[config.mk]
export PLATFORM = sky130hd
export DESIGN_NAME = buffer_sum_sched
export DESIGN_NICKNAME = d
export VERILOG_FILES = /design/src/rtl/buffer_sum_sched.sv
export SDC_FILE = /design/constraint.sdc
export NUM_CORES = 1
export LEC_CHECK = 0
export CELL_PAD_IN_SITES_DETAIL_PLACEMENT = 1
export CELL_PAD_IN_SITES_GLOBAL_PLACEMENT = 2
export CORE_MARGIN = 2
export CORE_UTILIZATION = 40
export CTS_CLUSTER_DIAMETER = 80
export CTS_CLUSTER_SIZE = 28
export DETAILED_ROUTE_END_ITERATION = 10
export DONT_BUFFER_PORTS = 1
export GPL_ROUTABILITY_DRIVEN = 0
export HOLD_SLACK_MARGIN = 0.05
export PLACE_DENSITY = 0.77
export SYNTH_ARGS = -nofsm -noshare
export SYNTH_HDL_FRONTEND = slang
export SYNTH_SLANG_ARGS = --single-unit
[constraint.sdc]
create_clock -name clk -period 3.3 [get_ports clk]
set_input_delay 0.66 -clock clk [delete_from_list [all_inputs] [get_ports clk]]
set_output_delay 0.66 -clock clk [all_outputs]
set_load 0.01 [all_outputs]
[src/rtl/buffer_sum_sched.sv]
// buffer_sum_sched
//
// Purpose: a four-slot register bank. Four requesters write into it through a
// round-robin arbiter, and a small sequencer sums the four slots on request.
//
// Ports:
//   clk        rising-edge clock
//   rst_n      synchronous active-low reset
//   req[3:0]   write requests, bit i from requester i
//   wdata      requester i data at wdata[i*DW +: DW]
//   gnt[3:0]   one-hot grant (combinational); the write happens at the next edge
//   mode_o     slot-select encoding of the most recent write
//   sum_start  start a summation (sampled only in IDLE)
//   sum_busy   high in ACC and DONE
//   sum_valid  one-cycle completion pulse (the DONE cycle)
//   sum_o      result of the last completed summation
//   rd_idx     slot index for the combinational read port
//   rd_data    content of slot rd_idx
//   state_dbg  current sequencer state (0 IDLE, 1 ACC, 2 DONE)
//
// Optional feature: define SUM_SAT_EN to make sum_o saturate to all-ones.
// Without it, sum_o is the accumulator modulo 2^DW.
//
// Handshake: a requester holds req[i] and wdata[i] until it sees gnt[i] high.
// The slot loads on the rising edge where gnt[i] is high. No grant is issued
// while the sequencer is busy or the block is in reset.

module buffer_sum_sched #(
    parameter int DW = 8
) (
    input  logic            clk,
    input  logic            rst_n,
    input  logic [3:0]      req,
    input  logic [4*DW-1:0] wdata,
    output logic [3:0]      gnt,
    output logic [3:0]      mode_o,
    input  logic            sum_start,
    output logic            sum_busy,
    output logic            sum_valid,
    output logic [DW-1:0]   sum_o,
    input  logic [1:0]      rd_idx,
    output logic [DW-1:0]   rd_data,
    output logic [1:0]      state_dbg
);

    typedef enum logic [1:0] {
        IDLE = 2'd0,
        ACC  = 2'd1,
        DONE = 2'd2
    } state_t;

    state_t          state;
    state_t          state_next;
    logic [DW-1:0]   slot [4];
    logic [1:0]      last_gnt;
    logic [1:0]      gnt_idx;
    logic            gnt_any;
    logic [DW+1:0]   acc;
    logic [DW+1:0]   acc_sum;
    logic [1:0]      idx;
    logic [DW-1:0]   sum_res;

    // Round-robin search. It starts one past the last granted requester.
    // Reset leaves last_gnt at 3, so requester 0 has the highest priority.
    always_comb begin
        logic [1:0] cand;
        gnt     = 4'b0000;
        gnt_idx = 2'd0;
        gnt_any = 1'b0;
        cand    = 2'd0;
        if (rst_n && state == IDLE) begin
            for (int k = 0; k < 4; k++) begin
                cand = last_gnt + 2'(k + 1);
                if (!gnt_any && req[cand]) begin
                    gnt_any = 1'b1;
                    gnt_idx = cand;
                end
            end
            if (gnt_any) gnt[gnt_idx] = 1'b1;
        end
    end

    function automatic logic [3:0] mode_enc(input logic [1:0] s);
        case (s)
            2'd0:    mode_enc = 4'b1100;
            2'd1:    mode_enc = 4'b1000;
            2'd2:    mode_enc = 4'b0010;
            default: mode_enc = 4'b0000;
        endcase
    endfunction

    // Sequencer next-state logic
    always_comb begin
        state_next = state;
        case (state)
            IDLE:    if (sum_start) state_next = ACC;
            ACC:     if (idx == 2'd3) state_next = DONE;
            DONE:    state_next = IDLE;
            default: state_next = IDLE;
        endcase
    end

    assign acc_sum = acc + {2'b00, slot[idx]};

    // The final addition feeds sum_o directly, so the result is
    // registered on the same edge that enters DONE.
`ifdef SUM_SAT_EN
    assign sum_res = (acc_sum > {2'b00, {DW{1'b1}}}) ? {DW{1'b1}} : acc_sum[DW-1:0];
`else
    assign sum_res = acc_sum[DW-1:0];
`endif

    always_ff @(posedge clk) begin
        if (!rst_n) begin
            for (int i = 0; i < 4; i++) slot[i] <= '0;
            last_gnt  <= 2'd3;
            mode_o    <= 4'b0000;
            state     <= IDLE;
            acc       <= '0;
            idx       <= 2'd0;
            sum_o     <= '0;
            sum_valid <= 1'b0;
        end else begin
            state <= state_next;
            if (gnt_any) begin
                slot[gnt_idx] <= wdata[gnt_idx*DW +: DW];
                last_gnt      <= gnt_idx;
                mode_o        <= mode_enc(gnt_idx);
            end
            case (state)
                IDLE: begin
                    if (sum_start) begin
                        acc <= '0;
                        idx <= 2'd0;
                    end
                end
                ACC: begin
                    acc <= acc_sum;
                    idx <= idx + 2'd1;
                    if (idx == 2'd3) begin
                        sum_o     <= sum_res;
                        sum_valid <= 1'b1;
                    end
                end
                DONE: begin
                    sum_valid <= 1'b0;
                end
                default: begin
                    sum_valid <= 1'b0;
                end
            endcase
        end
    end

    assign sum_busy  = (state != IDLE);
    assign rd_data   = slot[rd_idx];
    assign state_dbg = state;

endmodule
==> flow_summary.yaml <==
worst_setup_path:
  worstPathArrival_ns: 2.21
  r2r_setup_slack_ns: 0.58
  r2r_end: "acc[6]$_SDFFE_PN0P_"
  crit_path_max_incr_delay_ns: 0.53
  startpoint_type: "register"
  crit_type: "reg -> out"
  reg2regPathDepth: 8
  endpoint_kind: "primary output"
  worstPathRequired_ns: 2.64
  cp.buffers_inverters: 0
  crit_family: "simple AND/OR/NAND/NOR gates"
  worst_path_max_delay_cell: "dfxtp_1"
  path_cells: "mux2_4 -> a22oi_4 -> or3b_2 -> nor2_1"
  path_max_fanout: 9
timing:
  fmax_mhz: 348
  maxSlewHeadroom: 0.585
  finalHoldWorstSlack_ns: 0.449
  min_period_over_period: 0.871
  slew_viol_final: 0
  fin_crit_ns: 2.87
  setup_tns_ns: 0
  rsz0062_at_grt: "false"
  setup_viol: 0
  worst_pin_slew_ns: 0.622
  clock_skew_ns: 0.00704
  hold_viol: 0
logic_synthesis:
  yosysUniqueCellTypes: 55
  syn_avg_cell_area_sq_um: 10.2
  synth-main-ff-cell: "edfxtp_1"
  ys_top_cells_by_count: "edfxtp_1, dfxtp_1, nand2_1"
  synth_top_area_frac: 0.277
  syn-num-nets: 389
  synth_edf_count: 32
  yosys.cell_count.top_type: "edfxtp_1"
  synth_area_sq_um: 3470
  synthTopCellsByArea: "edfxtp_1, dfxtp_1, mux4_2, a31oi_1, nand2_1"
  syn_inst: 339
  synth-async-reset-ratio: 0
  yosysSeqAreaShare: 0.438
  ys_ff_latch: 60
  synth_area_leader_cell: "edfxtp_1"
  ys_warn_count: 0
global_routing:
  overflow: 0
  track_usage: 0.191
  antenna_found_initial: 0
  grt_max_degree: 20
  grt_pass1_wl_mm: 14.5
  grt_pass1_vias: 2802
clock_network:
  postCtsHoldBufs: 0
  cts_setup_buffers: 0
  root_buffer: "clkbuf_8"
  clock_sinks: 60
  htreeDepth: 3
  cts.path.max_buffers: 2
  cts_tree: "built"
  cts-resized-gates: 0
  numCtsBuffers: 9
  clk_latency_ns: 0.33
  path_clk_slew_ns: 0.07
routing:
  drt_first_pass_iters: 4
  final_antenna_net_count: 0
  drc: 0
  drt_iter0_drc: 60
  num_vias: 2602
  viasPerCell: 5.78
  detail_route.wirelength_mm: 8.61
  wl_per_cell_microns: 19.1
power_and_ir_drop:
  leakage_uw: 0.00144
  total_power_uw: 1910
  power_density_nw_per_um2: 507
  ir_worst_vdd_v: 0.000172
floorplan:
  start_util: 0.418
  pin_count: 69
  die_h_microns: 97.2
  die-area_sq_um: 9440
  core_sq_um: 8300
  die_x_microns: 97.2
  rows: 33
final_layout:
  drive_gt1_frac: 0.154
  layout.nets: 390
  area_delta_synth_final_pct: 8.44
  fill_cells: 937
  utilization: 0.453
  instances_no_fill: 450
  antennaDiodeCount: 0
placed_design:
  io_buffers: 0
  dp_hpwl_mm: 6.78
  place_inst: 434
min_path:
  holdPathEnd: "last_gnt[0]$_SDFFE_PN1P_"
  worstHoldStart: "rst_n"
  min_path_type: "in -> reg"
  hold-path-cell-count: 1
status:
  outcome: "finished, final reports clean"
flow_run:
  maxCapViolations: 0
cell usage in the layout (no fill, tap or decap), types with 3 or more instances in the layout:
cell	count
o21ai_0	15
clkbuf_8	9
mux4_2	15
nand3_1	17
a21oi_1	20
a22oi_1	13
inv_1	15
and3_1	11
buf_4	10
nand2_1	27
a31oi_1	18
and2_1	10
edfxtp_1	32
dfxtp_1	28
ha_1	8
clkinv_1	5
xnor2_1	3
nor2b_1	4
nand2b_1	6
o221ai_1	3
nor2_1	22
or2_2	4
nor3b_1	9
per-stage QoR:
step                      area, sq um  setup slack, ns
after global placement           3580            0.501
final                            3760            0.425
after global routing             3760            0.297
after detailed placement         3580            0.471
after CTS                        3760            0.391
after floorplan                  3470            0.404
worst max-delay path by stage:
stage	startpoint	to	slack, ns	cells after the start
2_1_floorplan	register	acc[6]$_SDFFE_PN0P_	0.40	9
3_3_place_gp	req[2]	gnt[0]	0.50	5
3_5_place_dp	req[2]	gnt[0]	0.47	5
4_1_cts	last_gnt[1]$_SDFFE_PN1P_	gnt[2]	0.39	4
5_1_grt	last_gnt[1]$_SDFFE_PN1P_	gnt[2]	0.30	4
6_report	last_gnt[1]$_SDFFE_PN1P_	gnt[2]	0.43	4
sequential cells by signal, indices dropped and copies added (netlist names), named ones only:
name	flops
acc	8
idx	2
last_gnt	2
mode_o	3
slot	32
state_dbg	2
sum_o	8
sum_valid	1
where the power goes:
group / internal (uW) / total (uW) / switching (uW) / leakage (uW)
registers: 852 / 894 / 41.9 / 0.000562
clock network: 337 / 619 / 282 / 0.0000892
logic: 168 / 394 / 226 / 0.000788
layout make-up:
| cell class | instances | area (sq um) | share of cell area |
|---|---|---|---|
| clock buffer | 9 | 124 | 0.0329 |
| clock inverter | 7 | 57.6 | 0.0153 |
| inverter | 16 | 60.1 | 0.0160 |
| multi-input combinational | 243 | 1790 | 0.477 |
| sequential | 60 | 1520 | 0.404 |
| tap | 105 | 131 | 0.0349 |
| timing repair buffer | 10 | 75.1 | 0.0199 |
logic make-up after synthesis:
kind of cell / count (synthesis) / synth area share
simple gates: 119 / 0.185
compound gates: 92 / 0.178
flops: 60 / 0.438
buf+inv: 36 / 0.0447
mux: 19 / 0.111
fa+ha+maj: 9 / 0.0346
xor+xnor: 3 / 0.00757
other cells: 1 / 0.00108
layer usage:
metal,vias up,part of all wire,GRT usage
met5,-,0,0
met4,0,0.0094,0.0650
met3,5,0.038,0.0374
met2,59,0.48,0.318
met1,1260,0.47,0.250
li1,1278,-,-
worst register-to-register path: cells and delay by family, from the launching register on:
kind	cells	cell delay (ns)
simple gates	1	0.07
mux	1	0.55
compound gates	4	0.96
flops	1	0.35
fa+ha+maj	1	0.46
buf+inv	1	0.21
Note: power is estimated with default switching activity, not from simulation.
